===== src/rtl/lcd_bus_sequencer.sv =====
// HD44780-style 8-bit bus sequencer: power-up wait, 4-command init, and
// two-transaction character writes with timed E strobes and level acks.
module lcd_bus_sequencer #(
   parameter int unsigned POWERUP_CYCLES = 750000,
   parameter int unsigned T_SETUP        = 2,
   parameter int unsigned T_EN           = 25,
   parameter int unsigned T_HOLD         = 2,
   parameter int unsigned T_WAIT         = 2000,
   parameter int unsigned T_WAIT_LONG    = 82000,
   parameter int unsigned CNT_W          = 20
) (
   input  logic       Clk,
   input  logic       Reset,
   input  logic       Comenzar,
   input  logic       Mostrar,
   input  logic       Ejecutar,
   input  logic [7:0] Char,
   input  logic [6:0] Addr,
   output logic       Init,
   output logic       InitEscrito,
   output logic       DoneInit,
   output logic       CharEscrito,
   output logic       WrittenLCD,
   output logic       Busy,
   output logic       LCD_RS,
   output logic       LCD_RW,
   output logic       LCD_E,
   output logic [7:0] LCD_DB
);

   localparam logic [2:0] StIdle   = 3'd0;
   localparam logic [2:0] StSetup  = 3'd1;
   localparam logic [2:0] StEnable = 3'd2;
   localparam logic [2:0] StHold   = 3'd3;
   localparam logic [2:0] StWait   = 3'd4;
   localparam logic [2:0] StAck    = 3'd5;

   // SETUP runs one extra cycle so E rises T_SETUP+1 cycles after the start sample.
   localparam logic [CNT_W-1:0] SetupLast = CNT_W'(T_SETUP);
   localparam logic [CNT_W-1:0] EnLast    = CNT_W'(T_EN - 1);
   localparam logic [CNT_W-1:0] HoldLast  = CNT_W'(T_HOLD - 1);
   localparam logic [CNT_W-1:0] WaitLast  = CNT_W'(T_WAIT - 1);
   localparam logic [CNT_W-1:0] LongLast  = CNT_W'(T_WAIT_LONG - 1);
   localparam logic [CNT_W-1:0] PwrMax    = CNT_W'(POWERUP_CYCLES);

   logic [2:0]       state_q, state_d;
   logic [CNT_W-1:0] timer_q, timer_d;
   logic [CNT_W-1:0] pwr_q, pwr_d;
   logic [2:0]       index_q, index_d;
   logic             init_q, init_d;
   logic             init_ack_q, init_ack_d;
   logic             char_ack_q, char_ack_d;
   logic             written_q, written_d;
   logic             phase_q, phase_d;
   logic             is_char_q, is_char_d;
   logic             long_q, long_d;
   logic             e_q, e_d;
   logic             rs_q, rs_d;
   logic [7:0]       db_q, db_d;
   logic [7:0]       char_q, char_d;

   logic [2:0] mode;
   logic       exec;
   logic       done_init;
   logic       start;
   logic [7:0] rom_cmd;
   logic       nxt_rs;
   logic [7:0] nxt_db;

   assign mode      = {Comenzar, Mostrar, Ejecutar};
   assign exec      = (mode == 3'b001);
   assign done_init = (index_q == 3'd4);
   assign start     = exec && (state_q == StIdle) && !init_ack_q && !char_ack_q &&
                      ((init_q && !done_init) || done_init);

   always_comb begin
      rom_cmd = 8'h38;
      case (index_q[1:0])
         2'd0:    rom_cmd = 8'h38;
         2'd1:    rom_cmd = 8'h0C;
         2'd2:    rom_cmd = 8'h01;
         default: rom_cmd = 8'h06;
      endcase
   end

   always_comb begin
      nxt_rs = 1'b0;
      nxt_db = rom_cmd;
      if (done_init) begin
         nxt_rs = phase_q;
         nxt_db = phase_q ? char_q : {1'b1, Addr};
      end
   end

   always_comb begin
      state_d    = state_q;
      timer_d    = timer_q;
      pwr_d      = pwr_q;
      index_d    = index_q;
      init_ack_d = init_ack_q;
      char_ack_d = char_ack_q;
      written_d  = written_q;
      phase_d    = phase_q;
      is_char_d  = is_char_q;
      long_d     = long_q;
      e_d        = e_q;
      rs_d       = rs_q;
      db_d       = db_q;
      char_d     = char_q;

      if (mode == 3'b100 && pwr_q != PwrMax) begin
         pwr_d = pwr_q + CNT_W'(1);
      end
      init_d = init_q | (pwr_d == PwrMax);

      if (!exec) begin
         init_ack_d = 1'b0;
         char_ack_d = 1'b0;
      end

      case (state_q)
         StIdle: begin
            if (start) begin
               state_d   = StSetup;
               timer_d   = '0;
               is_char_d = done_init;
               rs_d      = nxt_rs;
               db_d      = nxt_db;
               // Clear and home commands need the long execution wait.
               long_d    = !nxt_rs && (nxt_db[7:2] == 6'd0) && (nxt_db[1:0] != 2'd0);
               if (done_init && !phase_q) begin
                  char_d    = Char;
                  written_d = 1'b0;
               end
            end
         end
         StSetup: begin
            if (timer_q == SetupLast) begin
               state_d = StEnable;
               timer_d = '0;
               e_d     = 1'b1;
            end else begin
               timer_d = timer_q + CNT_W'(1);
            end
         end
         StEnable: begin
            if (timer_q == EnLast) begin
               state_d = StHold;
               timer_d = '0;
               e_d     = 1'b0;
            end else begin
               timer_d = timer_q + CNT_W'(1);
            end
         end
         StHold: begin
            if (timer_q == HoldLast) begin
               state_d = StWait;
               timer_d = '0;
            end else begin
               timer_d = timer_q + CNT_W'(1);
            end
         end
         StWait: begin
            if (timer_q == (long_q ? LongLast : WaitLast)) begin
               state_d = StAck;
               timer_d = '0;
               if (is_char_q) begin
                  char_ack_d = 1'b1;
                  phase_d    = ~phase_q;
                  if (phase_q) begin
                     written_d = 1'b1;
                  end
               end else begin
                  init_ack_d = 1'b1;
                  index_d    = index_q + 3'd1;
               end
            end else begin
               timer_d = timer_q + CNT_W'(1);
            end
         end
         StAck:   state_d = StIdle;
         default: state_d = StIdle;
      endcase
   end

   always_ff @(posedge Clk) begin
      if (Reset) begin
         state_q    <= StIdle;
         timer_q    <= '0;
         pwr_q      <= '0;
         index_q    <= 3'd0;
         init_q     <= 1'b0;
         init_ack_q <= 1'b0;
         char_ack_q <= 1'b0;
         written_q  <= 1'b0;
         phase_q    <= 1'b0;
         is_char_q  <= 1'b0;
         long_q     <= 1'b0;
         e_q        <= 1'b0;
         rs_q       <= 1'b0;
         db_q       <= 8'h00;
         char_q     <= 8'h00;
      end else begin
         state_q    <= state_d;
         timer_q    <= timer_d;
         pwr_q      <= pwr_d;
         index_q    <= index_d;
         init_q     <= init_d;
         init_ack_q <= init_ack_d;
         char_ack_q <= char_ack_d;
         written_q  <= written_d;
         phase_q    <= phase_d;
         is_char_q  <= is_char_d;
         long_q     <= long_d;
         e_q        <= e_d;
         rs_q       <= rs_d;
         db_q       <= db_d;
         char_q     <= char_d;
      end
   end

   assign Init        = init_q;
   assign InitEscrito = init_ack_q;
   assign DoneInit    = done_init;
   assign CharEscrito = char_ack_q;
   assign WrittenLCD  = written_q;
   assign Busy        = (state_q == StSetup) || (state_q == StEnable) ||
                        (state_q == StHold) || (state_q == StWait);
   assign LCD_RS      = rs_q;
   assign LCD_RW      = 1'b0;
   assign LCD_E       = e_q;
   assign LCD_DB      = db_q;

endmodule


===== config.mk =====
export PLATFORM = sky130hd
export DESIGN_NAME = lcd_bus_sequencer
export DESIGN_NICKNAME = d
export VERILOG_FILES = /design/src/rtl/lcd_bus_sequencer.sv
export SDC_FILE = /design/constraint.sdc
export NUM_CORES = 1
export LEC_CHECK = 0
export BUFFER_PORTS_ARGS = -buffer_cell sky130_fd_sc_hd__buf_2
export CAP_MARGIN = 5
export CORE_UTILIZATION = 59
export DETAILED_ROUTE_END_ITERATION = 7
export HOLD_SLACK_MARGIN = 0.12
export PLACE_DENSITY = 0.8
export SLEW_MARGIN = 20
export SYNTH_ARGS = -nofsm -noshare
export SYNTH_HDL_FRONTEND = slang
export SYNTH_SLANG_ARGS = --single-unit

===== constraint.sdc =====
create_clock -name Clk -period 2.91 [get_ports Clk]
set_input_delay 0 -clock Clk [delete_from_list [all_inputs] [get_ports Clk]]
set_output_delay 0 -clock Clk [all_outputs]
set_load 0.1 [all_outputs]

# --- After elaboration in Yosys (flattened, before gate mapping) ---
# Cells that the tools add are included.
# W data, S select, Z words.
word_totals:
  mem_count: 0
  register_bits: 71
  elab_cells: 112
  latch_bits: 0
  ramBits: 0
  romBits: 0
  input_bits: 20
  out_inout_bits: 17
classes:
  n_div: 0
  n_mux: 35
  n_eq_ne: 23
  shift: 0
  multipliers: 0
  magnitude_cmp: 0
  bitwise: 3
  n_reduce_logical: 33
  n_addsub: 3
ops:
  columns: ["operator", "n"]
  rows:
  - ["$mux W20", 6]
  - ["$pmux W20 S5", 1]
  - ["$add A20 B1 Y20 const B", 2]
  - ["$eq A20 B1 Y1 const B", 1]
  - ["$eq A20 B17 Y1", 1]
  - ["$eq A20 B2 Y1 const B", 1]
  - ["$eq A20 B20 Y1 const B", 1]
  - ["$eq A20 B5 Y1 const B", 1]
  - ["$ne A20 B20 Y1 const B", 1]
  - ["$pmux W6 S3", 1]
  - ["$mux W17", 1]
  - ["$mux W1", 16]
  - ["$mux W8", 2]
  - ["$mux W3", 5]
  - ["$pmux W3 S5", 1]
  - ["$ne A2 B2 Y1 const B", 7]
  - ["$reduce_and A3 Y1", 4]
  - ["$eq A3 B3 Y1 const B", 3]
  - ["$logic_and A1 B1 Y1", 9]
  - ["$eq A3 B1 Y1 const B", 2]
  - ["$eq A3 B2 Y1 const B", 2]
  - ["$logic_not A6 Y1", 1]
  - ["$reduce_and A6 Y1", 1]
  - ["$reduce_bool A2 Y1", 3]
  - ["14 further kinds", 24]

# --- Logic depth before layout (Yosys ltp) ---
logic_depth:
  word_depth: 7
  depth_mapped: 9
  mapped_depth_nobuf: 9

# --- Least setup slack after synthesis ---
# Ideal clock, no wire load.
synth_path:
  path_kind: "register -> output"
  start: "register state_q[1]"
  end: "output Busy"
  n_path_buf: 1
  required_ps: 2910
  stages_incl_launch_ff: 4
  setup_slack_ps: -57
  arrival_time_ps: 2967
  cell_sequence: "dfxtp_1 > buf_4 > o21ai_0 > a21boi_0"
synth_via:
  elab_chain_len: 4
  word_cells_on_any_way: 7
  classes_between: "eq/ne (4); reduce/logical (3)"
synth_lines:
  columns: ["element", "line_no", "text"]
  rows:
  - ["from (decl)", "46", "logic [2:0] state_q, state_d;"]
  - ["from (signal assigned)", "188", "state_q <= StIdle;"]
  - ["from (signal assigned)", "204", "state_q <= state_d;"]
  - ["$eq A3 B1 Y1 / $eq A3 B2 Y1 (equally long branches)", "227", "assign Busy = (state_q == StSetup) || (state_q == StEnable) ||"]
  - ["$logic_or A1 B1 Y1 (2 in a row)", "227", null]
  - ["$logic_or A1 B1 Y1 (*)", "228", "(state_q == StHold) || (state_q == StWait);"]
  - ["to (decl)", "24", "output logic Busy,"]
# Every way passes the cells marked *; elsewhere a longest branch is shown, timed or not.

# --- Worst setup path after layout ---
layout_path:
  start: "register timer_q[0]"
  end: "register timer_q[7]"
layout_via:
  elab_chain_len: 3
  word_cells_on_any_way: 10
  classes_between: "add/sub (1); eq/ne (4); mux (5)"
layout_lines:
  columns: ["element", "line_no", "text"]
  rows:
  - ["from (decl)", "47", "logic [CNT_W-1:0] timer_q, timer_d;"]
  - ["from (signal assigned)", "205", "timer_q <= timer_d;"]
  - ["$add A20 B1 Y20 (tied with other cells)", null, null]
  - ["$mux W20, on equally long branches", null, null]
  - ["$pmux W20 S5 (*)", "121", "case (state_q)"]
# Marked as above.
# A chain may end at the register's enable or synchronous reset.

==> results.ini <==
[placement]
place_area_um2=3960
dp_hpwl_um=5510
globalplace.congestion=0.814
pre_cts_ws_ns=0.434
io_buffers=35

[clock_tree]
tritoncts=built
clockRootBuffer=clkbuf_8
clock_sinks=71
clk_latency_ns=0.35
post_cts_buffers=0
cts_resized=0
clk_pin_slew_worst_paths_ns=0.07
cts_buffers=9
cts_buffer_depth=2
postCtsHoldBufs=14
cts_htree_levels=3

[yosys]
netlist_instances=448
synthMuxAreaShare_pct=5.36
synth-simple-area-share_pct=28.9
ys_seq_elements=71
synthAdderAreaFrac_pct=3.64
ys.warnings.count=0
yosys_most_used_dff=dfxtp_1
synth_xor_area_share_pct=8.58
syn_avg_cell_area_um2=8.43
synth_nets=479
ys_async_sr_fraction_pct=0
ys_seq_area_share_pct=37.6
synth_top_family_by_area=simple AND/OR/NAND/NOR gates
synth_compound_area_share_pct=10.9
synth_cell_types=58
synth-edff-count=0
syn-cell-area_um2=3780

[die]
die_h_um=82.0
die-width_um=82.0
core_um2=6060
initial_core_util_pct=62.3
die_area_um2=6730
core.rowCount=28
pin_count=37

[sta]
slew_headroom_pct=60.5
fin_skew_ns=0.00592
timing.final.hold_violations=0
worst_slack_ns=0.443
setup-violations-final=0
max_freq_mhz=405
fin_setup_tns_ns=0
max_slew.worst_pin.slew_ns=0.593
slew_violations=0
rsz0062_at_grt=no
fin_crit_sh_pct=84.8
min_period_ns=2.47

[min_path]
hold_path.class=in2reg
holdPathStages=5
min_to=LCD_DB[4]
hp-start=Addr[4]

[finish]
finish.instance_area_um2=4250
layout_commonest_cell=nor2_1
antenna_cells=0
nets=518
drive_above_1_share_pct=14.1
final_cell_mix=81 x nor2_1, 71 x dfxtp_1, 35 x buf_2
area_delta_synth_final_pct=12.6

[global_routing]
grt_pass1_vias=3014
grt_first_pass_wirelength_um=13100
grt_max_degree=40
track_usage_pct=25.5
antenna_found_initial=0
gr-total-overflow=0

[detailed_routing]
viasPerCell=5.67
drt.antenna.violating_nets=0
firstDrtPassIters=4
wl_per_cell_um=13.7
drt_iter0_markers=168
routed_wl_um=7740
vias=3206
drc_errors=0

[setup_path]
r2r_cells=8
path_max_fanout=14
r2r_setup_slack_ns=0.44
required_ns=3.13
rr_endpoint=timer_q[7]
arrival_ns=2.69
startpoint_type=flop
cp-end-kind=flop
critical_path_class=reg2reg
timing.rr.start=timer_q[0]

[pwr]
p_leak_nw=1.64
power_density_nw_per_um2=402
ir_worst_vdd_mv=0.325
total_power_w=0.00171

[flow_run]
maxCapViolCount=0

[outcome]
status=complete, no violations

## routing by layer
metal  vias up  part of all wire [%]  global-route usage (%)  wire (um)
met1      1490                    47                    31.7       3680
met5         -                     0                       0          0
met4         0                   2.2                    13.2        173
met3        16                   4.0                    4.89        309
met2        69                    46                    41.6       3580
li1       1631                     -                       -          -
## sequential cells by signal (all words and copies together) (netlist names)
signal	count
LCD_DB	8
timer_q	20
index_q	3
is_char_q	1
InitEscrito	1
CharEscrito	1
char_q	8
WrittenLCD	1
state_q	3
LCD_RS	1
Init	1
LCD_E	1
pwr_q	20
phase_q	1
long_q	1
## layout make-up
| cell class | instances | area (um2) |
|---|---|---|
| sequential | 71 | 1420 |
| clock inverter | 5 | 27.5 |
| clock buffer | 9 | 124 |
| inverter | 18 | 67.6 |
| timing repair buffer | 53 | 345 |
| tap | 75 | 93.8 |
| multi-input combinational | 334 | 2170 |
| fill | 491 | 1810 |
## kinds of logic after synthesis
kind of cell,count (synthesis)
adders and majority gates,11
other,1
and+or+nand+nor,207
muxes,20
AOI/OAI and AO/OA,58
DFF,71
buffers and inverters,43
xor gates and xnor gates,37
## critical path: stages, from the launching register on
cell and delay [ns]:
dfxtp_1 0.36, inv_1 0.10, ha_1 0.19, mux2i_1 0.08, or3_1 0.33, o311ai_2 0.30
o221ai_2 0.29, o21ai_2 0.57, nor2_1 0.11
## metrics by stage
stage,hold WS [ns],cells,util [%]
floorplan,0.147,448,-
global placement,0.236,537,65.4
detailed placement,0.254,537,65.4
CTS,0.126,565,70.2
global route,0.179,565,70.2
finish,0.137,565,70.2
## report_power, final
| part | internal, W | switching, W |
|---|---|---|
| clock | 0.000293 | 0.000360 |
| sequential | 0.000973 | 0.00000354 |
| combinational | 0.0000324 | 0.0000500 |
| total | 0.00130 | 0.000413 |
## synthesized netlist by cell type (all sizes together) (2+ instances only)
| library cell | count | share of area (%) |
|---|---|---|
| nor2 | 81 | 8.0 |
| dfxtp | 71 | 38 |
| nand2 | 30 | 3.0 |
| a21oi | 25 | 3.3 |
| xor2 | 21 | 4.9 |
| mux2i | 18 | 4.8 |
| inv | 17 | 1.7 |
| nand3 | 16 | 2.4 |
| nor3 | 16 | 2.1 |
| xnor2 | 16 | 3.7 |
| clkbuf | 14 | 1.4 |
| and3 | 12 | 2.0 |
| buf | 11 | 1.7 |
| ha | 11 | 3.6 |
| nand4 | 11 | 1.8 |
| nor4 | 11 | 3.5 |
| a31oi | 5 | 0.83 |
| and2 | 5 | 0.83 |
| nor3b | 5 | 0.99 |
| a211oi | 4 | 0.79 |
| and4 | 4 | 0.93 |
| o21ai | 4 | 0.63 |
| a22oi | 3 | 0.60 |
| or3 | 3 | 0.50 |
| a21boi | 2 | 0.40 |
| mux2 | 2 | 0.60 |
| nand2b | 2 | 0.33 |
| nor2b | 2 | 0.33 |
| nor4bb | 2 | 0.53 |
| o21a | 2 | 0.40 |
## worst max path at each step
stage	start	endpoint	cells after the start
floorplan	index_q[0]	LCD_DB[3]	9
global placement	timer_q[0]	timer_q[9]	7
detailed placement	timer_q[0]	timer_q[7]	8
CTS	timer_q[0]	timer_q[7]	8
global route	timer_q[0]	timer_q[9]	7
finish	timer_q[0]	timer_q[7]	8
(Power assumes the default switching activity.)
